**src/rtl/dmem_arbiter.sv**
```systemverilog
// Data-memory port arbiter: serialises CPU load/store and external accesses onto one RAM port.
// Build option ARB_CPU_PRIORITY_EN: fixed CPU priority on ties instead of round-robin.
module dmem_arbiter #(
  parameter int unsigned AW      = 32,
  parameter int unsigned DW      = 32,
  parameter int unsigned MEM_LAT = 1
) (
  input  logic          clk,
  input  logic          rst,
  input  logic          cpu_rd,
  input  logic          cpu_wr,
  input  logic [AW-1:0] cpu_addr,
  input  logic [DW-1:0] cpu_wdata,
  output logic [DW-1:0] cpu_rdata,
  output logic          cpu_stall,
  input  logic          ext_req,
  input  logic          ext_we,
  input  logic [AW-1:0] ext_addr,
  input  logic [DW-1:0] ext_wdata,
  output logic          ext_gnt,
  output logic [DW-1:0] ext_rdata,
  output logic          mem_re,
  output logic          mem_we,
  output logic [AW-1:0] mem_addr,
  output logic [DW-1:0] mem_wdata,
  input  logic [DW-1:0] mem_rdata
);

  localparam int unsigned CW = 4;

  localparam logic [1:0] S_IDLE = 2'd0;
  localparam logic [1:0] S_ACC  = 2'd1;
  localparam logic [1:0] S_WAIT = 2'd2;
  localparam logic [1:0] S_DONE = 2'd3;

  localparam logic OWN_CPU = 1'b0;
  localparam logic OWN_EXT = 1'b1;

  logic [1:0]    state, state_d;
  logic          owner, owner_d;
  logic [CW-1:0] cnt, cnt_d;
  logic          mem_re_d, mem_we_d, ext_gnt_d;
  logic [AW-1:0] mem_addr_d;
  logic [DW-1:0] mem_wdata_d, cpu_rdata_d, ext_rdata_d;
  logic          cpu_req;
  logic          win;

  assign cpu_req   = cpu_rd | cpu_wr;
  assign cpu_stall = cpu_req & ~((state == S_DONE) & (owner == OWN_CPU));

`ifdef ARB_CPU_PRIORITY_EN
  assign win = cpu_req ? OWN_CPU : OWN_EXT;
`else
  logic last_winner, last_winner_d;

  // The CPU loses a tie only when it was the most recent winner.
  assign win = (cpu_req & (~ext_req | (last_winner == OWN_EXT))) ? OWN_CPU : OWN_EXT;
`endif

  always_comb begin
    state_d     = state;
    owner_d     = owner;
    cnt_d       = cnt;
    mem_re_d    = 1'b0;
    mem_we_d    = 1'b0;
    ext_gnt_d   = 1'b0;
    mem_addr_d  = mem_addr;
    mem_wdata_d = mem_wdata;
    cpu_rdata_d = cpu_rdata;
    ext_rdata_d = ext_rdata;
`ifndef ARB_CPU_PRIORITY_EN
    last_winner_d = last_winner;
`endif
    case (state)
      S_IDLE: begin
        if (cpu_req | ext_req) begin
          owner_d     = win;
          mem_we_d    = (win == OWN_CPU) ? cpu_wr : ext_we;
          mem_re_d    = ~mem_we_d;
          mem_addr_d  = (win == OWN_CPU) ? cpu_addr : ext_addr;
          mem_wdata_d = (win == OWN_CPU) ? cpu_wdata : ext_wdata;
          state_d     = S_ACC;
`ifndef ARB_CPU_PRIORITY_EN
          last_winner_d = win;
`endif
        end
      end
      S_ACC: begin
        if (mem_we) begin
          state_d   = S_DONE;
          ext_gnt_d = (owner == OWN_EXT);
        end else begin
          state_d = S_WAIT;
          cnt_d   = CW'(MEM_LAT - 1);
        end
      end
      S_WAIT: begin
        if (cnt == '0) begin
          if (owner == OWN_CPU) cpu_rdata_d = mem_rdata;
          else                  ext_rdata_d = mem_rdata;
          state_d   = S_DONE;
          ext_gnt_d = (owner == OWN_EXT);
        end else begin
          cnt_d = cnt - CW'(1);
        end
      end
      // No grant here: the CPU still holds the request it is about to commit.
      S_DONE:  state_d = S_IDLE;
      default: state_d = S_IDLE;
    endcase
  end

  always_ff @(posedge clk or posedge rst) begin
    if (rst) begin
      state     <= S_IDLE;
      owner     <= OWN_CPU;
      cnt       <= '0;
      mem_re    <= 1'b0;
      mem_we    <= 1'b0;
      ext_gnt   <= 1'b0;
      mem_addr  <= '0;
      mem_wdata <= '0;
      cpu_rdata <= '0;
      ext_rdata <= '0;
`ifndef ARB_CPU_PRIORITY_EN
      last_winner <= OWN_EXT;
`endif
    end else begin
      state     <= state_d;
      owner     <= owner_d;
      cnt       <= cnt_d;
      mem_re    <= mem_re_d;
      mem_we    <= mem_we_d;
      ext_gnt   <= ext_gnt_d;
      mem_addr  <= mem_addr_d;
      mem_wdata <= mem_wdata_d;
      cpu_rdata <= cpu_rdata_d;
      ext_rdata <= ext_rdata_d;
`ifndef ARB_CPU_PRIORITY_EN
      last_winner <= last_winner_d;
`endif
    end
  end

endmodule

```
**config.mk**
```make
export PLATFORM = sky130hd
export DESIGN_NAME = dmem_arbiter
export DESIGN_NICKNAME = d
export VERILOG_FILES = /design/src/rtl/dmem_arbiter.sv
export SDC_FILE = /design/constraint.sdc
export NUM_CORES = 1
export LEC_CHECK = 0
export CAP_MARGIN = 25
export CORE_MARGIN = 10
export CORE_UTILIZATION = 40
export CTS_CLUSTER_DIAMETER = 40
export DETAILED_ROUTE_END_ITERATION = 8
export GPL_TIMING_DRIVEN = 0
export PLACE_DENSITY = 0.83
export SLEW_MARGIN = 0
export SYNTH_ARGS = -nofsm -noshare
export SYNTH_HDL_FRONTEND = slang
export SYNTH_SLANG_ARGS = --single-unit
```
**constraint.sdc**
```tcl
create_clock -name clk -period 5.2 [get_ports clk]
set_input_delay 1.04 -clock clk [delete_from_list [all_inputs] [get_ports clk]]
set_output_delay 1.04 -clock clk [all_outputs]
set_load 0.05 [all_outputs]
```
==> run metrics, run 1 <==
status=finished clean; utilization after layout=66.2%; fillers=between 1000 and 1500; DRC=0; htree depth=4; hold path depth=2; Die ar.=0.0210 mm2; first-pass GRT wire length=30.2 mm; FF+latch count, synth=about 140; number of global-route vias before repair=~5400; Mapped Cells=between 400 and 500; most frequent CP cell=clkdlybuf4s50_1; vias=4929; mean routed wirelength per cell=19.6 um; Resized Gates After CTS=0; max-slew violations=0; final setup vio count=0; fin crit period=3.64 ns; Highest Clock Rate=275 MHz; crit end category=output pin; register area share after synthesis=a little under three fifths; CP max stage delay=0.83 ns; Crit-path slowest cell=clkdlybuf4s50_1; final setup skew=0.0106 ns; io pins=298; final hold viol count=0; worst reg-to-reg path cell count=6; Critical Path Start Type=primary input; worst slew pin tran=0.727 ns; Max FO, Critical Path=4; grt ovf=0; Hold WC Path Type=reg2reg; placed cell count=999; Ys Warns=0; n_diodes=0; leading cell types in the layout, fill and taps excluded=clkdlybuf4s50_1, dfrtp_1, nand2_1, mux2i_1, o21ai_1; Mapped Nets=about 660; clock tree sinks=roughly 140; routability-driven placement congestion ratio=0.815; Post-DRT Antenna Nets=0; share of post-route cells with drive strength above 1=~15%; row cnt=45; post-route design area=0.0101 mm2; GRT Total Usage=19.0%; core area=roughly 0.015 mm2; Syn Area/Cell=approximately 13 um2; nets=979; Pleak=approximately 4.5 nW; worst path cell trace=clkdlybuf4s50_1 -> nor2_1 -> a21oi_1 -> clkdlybuf4s50_1; top post-synthesis cells by area=dfrtp_1, mux2i_1, mux2_4; initial drt markers=184; Die X=145 um; clk_lat worst skew=about 0.42 ns; Synth-to-Final Area Change=62.2%; DR pass1 iterations=4; Yosys top cell area share=55.4%; Buffers on Ports=roughly 300; Pwr Density=roughly 750 mW/mm2; Worst EP required=4.16 ns; RSZ-0062 raised after global routing=false; multi-input logic area=0.00246 mm2; drt total wl=just over 20 mm; CTS Hold Bufs=0; Netlist cell types=36; post-route non-filler standard cell count=1030; worst vdd ir=0.341 mV; # Post-CTS Setup Buffers=0; die height=about 140 um; most common cell after layout, fill and taps aside=clkdlybuf4s50_1; Starting Density=40.8%; FF/Latch Area=0.00348 mm2; Crit Path Category=in2out; max_cap viols=0; relative slew slack=51.5%; area leader, netlist=dfrtp_1; dpl hpwl=16.3 mm; Tcrit/Tclk final=70.1%; root buf cell=clkbuf_16; Reg clk slew, reported paths=0.06 ns; Clock Path Buffers=2; CTS tree=yes; Worst EP arrival=between 2 and 3 ns; largest net degree at the start of global routing=81; total CTS buffers=17; Vias/cell=~4.8; Placement Cell Area=about 0.0095 mm2; Setup Total Neg Slack=0 ns; initial antenna violation count=1; Netlist Area Pre-Place=0.00623 mm2
==> routing by layer <==
| metal | part of all wire (%) | track usage, % |
|---|---|---|
| met3 | 13 | 10.6 |
| met5 | 0 | 0 |
| met2 | 49 | 32.3 |
| met1 | 37 | 19.9 |
| met4 | 0.84 | 5.05 |
==> per-stage QoR <==
stage          setup slack [ns]  hold slack [ns]  total power [W]
3_5_place_dp               1.54            0.468          0.00645
2_1_floorplan             0.437            0.493          0.00485
4_1_cts                    1.55            0.482          0.00770
5_1_grt                    1.47            0.504          0.00800
6_report                   1.56            0.477          0.00762
3_3_place_gp              -1.47            0.461          0.00637
==> final cells by class <==
type	instances	area share (%)
Buffer	29	2.67
Clock buffer	18	4.35
Clock inverter	13	1.65
Inverter	6	0.272
Multi-Input combinational cell	316	24.3
Sequential cell	139	34.4
Tap cell	211	2.61
Timing Repair Buffer	298	29.7
==> Yosys cell counts <==
| cell | number |
|---|---|
| nand2_2 | 1 |
| nor3b_4 | 1 |
| a31oi_1 | 2 |
| dfrtp_1 | 138 |
| nor3_1 | 3 |
| buf_12 | 3 |
| or3b_2 | 1 |
| o21ai_1 | 38 |
| a22oi_1 | 1 |
| nand2_1 | 72 |
| buf_2 | 5 |
| and2b_1 | 1 |
| buf_4 | 6 |
| o22a_1 | 1 |
| mux2_1 | 9 |
| nand3_4 | 1 |
| o21a_1 | 1 |
| mux2i_1 | 65 |
| o22ai_1 | 1 |
| nor2_8 | 1 |
| nor2_1 | 6 |
| dfstp_2 | 1 |
| clkbuf_2 | 1 |
| clkbuf_1 | 5 |
| o21ai_0 | 31 |
| buf_8 | 4 |
| inv_1 | 6 |
| buf_6 | 5 |
| nand2b_1 | 3 |
| ha_1 | 6 |
| mux2_4 | 30 |
| a21oi_1 | 6 |
| a32oi_1 | 2 |
| nor2b_1 | 5 |
| mux2_2 | 26 |
| a22o_1 | 2 |
==> sequential cells by signal, summed over array words and instances (netlist names), 2 cells and up <==
signal and cells:
state 2, cnt 4, mem_wdata 32, mem_addr 32, cpu_rdata 32, ext_rdata 32
==> logic make-up after synthesis <==
family	Yosys count	synth area share, %
AO/OA/AOI/OAI	85	7.27
adder cells (fa/ha/maj)	6	1.20
buffers and inverters	35	4.70
flip-flops	139	55.8
multiplexers	130	24.0
AND/OR/NAND/NOR	95	7.01
==> final timing paths <==
check,slack (ns),end,startpoint
min in group asynchronous,1.14,ext_rdata[0],rst
min reg2reg,0.48,mem_addr[9],mem_addr[9]
min,0.48,mem_addr[9],mem_addr[9]
max in group asynchronous,3.29,last_winner,rst
max,1.56,cpu_stall,cpu_wr
max reg2reg,3.21,ext_rdata[18],state[0]
==> critical path: cells and delay by family <==
kind	cells	cell delay (ns)
buf+inv	2	1.36
compound gates	1	0.11
simple gates	1	0.08
==> report_power, final <==
part	leakage, nW	internal (W)	total (W)	switching [W]
combinational	2.54	0.00165	0.00447	0.00282
clock	0.289	0.000767	0.00123	0.000459
sequential	1.68	0.00162	0.00192	0.000303
Note: power is estimated with default switching activity, not from simulation.
==> inputs of run 2 (changes only) <==
clock period = 3.7 ns   (was 5.2 ns; I/O delays follow)
==> run metrics, run 2 (synthesis gave the netlist of run 1 again) <==
status=finished clean; share of post-route cells with drive strength above 1=14.4% (-0.14 points); GRT Total Usage=18.6% (-0.41 points); row cnt=45 (unchanged); Worst R2R End=cpu_rdata[1]; Worst Hold Launch=mem_addr[15]; root buf cell=clkbuf_16; CTS Hold Bufs=0 (unchanged); Clock Path Buffers=2 (unchanged); clk_lat worst skew=0.41 ns (about the same); CP max stage delay=0.83 ns (about the same); max-slew violations=0 (unchanged); routability-driven placement congestion ratio=0.831 (+2.0%); Tcrit/Tclk final=82.3%; met3 routed wirelength=2.28 mm (-16%); Clock Power Share=15.8% (-0.3 points); DR pass1 iterations=4 (unchanged); final setup skew=0.0103 ns (-0.000302 ns); DRC=0 (unchanged); final hold viol count=0 (unchanged); n_diodes=0 (unchanged); htree depth=4 (unchanged); final setup vio count=0 (unchanged); grt ovf=0 (unchanged); hold path depth=2 (unchanged); Crit-path slowest cell=clkdlybuf4s50_1; total CTS buffers=17 (unchanged); vias=4941 (+0.24%); Pleak=4.52 nW (+0.19%); Worst EP required=2.96 ns (-1.20 ns); Pwr Density=1050 mW/mm2 (+40%); Worst EP arrival=2.31 ns (-0.29 ns); most frequent CP cell=clkdlybuf4s50_1; Placement Cell Area=0.00953 mm2 (+0.33%); Setup WS pre-CTS=0.662 ns (-0.878 ns); CTS tree=yes; Critical Path Start Type=primary input; placed cell count=1001 (+0.20%); Reg clk slew, reported paths=0.06 ns (about the same); sequential power share=25.3% (about the same); relative slew slack=62.1% (+11 points); Gate power share=58.9% (+0.2 points); first-pass GRT wire length=29.7 mm (-1.7%); Vias/cell=4.79 (+0.15%); worst reg-to-reg path cell count=7 (+1); WL met1=7.54 mm (+1.3%); largest net degree at the start of global routing=44 (-46%); r2r setup slk=1.73 ns (-1.48 ns); die height=145 um (unchanged); post-route design area=0.0101 mm2 (+0.15%); met2 routed wirelength=9.63 mm (-2.2%); internal power=0.00567 W (+41%); Die ar.=0.0210 mm2 (unchanged); Post-DRT Antenna Nets=0 (unchanged); crit end category=output pin; core area=0.0153 mm2 (unchanged); Synth-to-Final Area Change=62.4%; nets=981 (+0.20%); Resized Gates After CTS=0 (unchanged); RSZ-0062 raised after global routing=false; Starting Density=40.8% (unchanged); io pins=298 (unchanged); highest routed metal layer=met4; max_cap viols=0 (unchanged); number of global-route vias before repair=5350 (-0.26%); Buffers on Ports=297 (unchanged); Worst Hold Endpoint=mem_addr[15]; P_sw=0.00499 W (+39%); fin crit period=3.05 ns; initial drt markers=144 (-22%); # Post-CTS Setup Buffers=0 (unchanged); drt total wl=19.8 mm (-1.9%); leading cell types in the layout, fill and taps excluded=clkdlybuf4s50_1, dfrtp_1, nand2_1, mux2i_1, o21ai_1; sw frac=46.8% (-0.26 points); mean routed wirelength per cell=19.2 um (-2.0%); FF-to-FF Start=cnt[0]; dpl hpwl=15.9 mm (-2.5%); Crit Path Category=in2out; fillers=1157 (+2.1%); Max FO, Critical Path=4 (unchanged); Die X=145 um (unchanged); clock tree sinks=139 (unchanged); worst slew pin tran=0.567 ns (-0.160 ns); post-route non-filler standard cell count=1031 (+0.097%); worst vdd ir=0.450 mV (+32%); Hold WC Path Type=reg2reg; initial antenna violation count=0 (-1); Setup WS post-layout=0.654 ns (-0.903 ns); worst path cell trace=clkdlybuf4s50_1 -> nor2_1 -> a21oi_1 -> clkdlybuf4s50_1; most common cell after layout, fill and taps aside=clkdlybuf4s50_1; Highest Clock Rate=328 MHz
==> run 2: final cells by class <==
class / instances / area [um2] / area share (%)
Multi-Input combinational cell: 316 / 2460 / 24.3
Clock buffer: 20 / 447 / 4.41
Tap cell: 211 / 264 / 2.61
Inverter: 6 / 26.3 / 0.260
Sequential cell: 139 / 3480 / 34.4
Clock inverter: 10 / 143 / 1.41
Buffer: 29 / 270 / 2.67
Timing Repair Buffer: 300 / 3030 / 30.0
==> run 2: per-stage QoR <==
stage	total power, W	hold WS, ns	util [%]	TNS [ns]
2_1_floorplan	0.00681	0.493	-	0
3_3_place_gp	0.00893	0.460	62.1	-0.473
3_5_place_dp	0.00904	0.471	62.5	0
4_1_cts	0.0108	0.482	66.3	0
5_1_grt	0.0112	0.501	66.3	0
6_report	0.0107	0.476	66.3	0
==> run 2: how the worst max path moves through the flow <==
stage	start	endpoint	slack, ns	cells after the start
2_1_floorplan	rst	cnt[0]	1.23	1
3_3_place_gp	rst	mem_wdata[16]	-0.01	2
3_5_place_dp	cpu_wr	cpu_stall	0.66	4
4_1_cts	cpu_rd	cpu_stall	0.65	4
5_1_grt	cpu_wr	cpu_stall	0.62	4
6_report	cpu_wr	cpu_stall	0.65	4
==> run 2: layer usage <==
metal | track usage (%) | up-vias
met3 | 9.00 | 19
li1 | - | 2342
met5 | 0 | -
met1 | 20.0 | 2357
met4 | 6.01 | 0
met2 | 31.6 | 223
==> run 2: power by group through the flow <==
stage	Combinational, W	Sequential (W)	Clock (W)
final	0.00628	0.00269	0.00169
after global routing	0.00660	0.00279	0.00179
after CTS	0.00635	0.00270	0.00173
after detailed placement	0.00633	0.00271	0
after global placement	0.00626	0.00267	0
after floorplan	0.00164	0.00517	0
==> run 2: critical path: cells and delay by family <==
kind,cells,cell delay (ns)
simple gates,1,0.08
compound gates,1,0.12
buf+inv,2,1.37
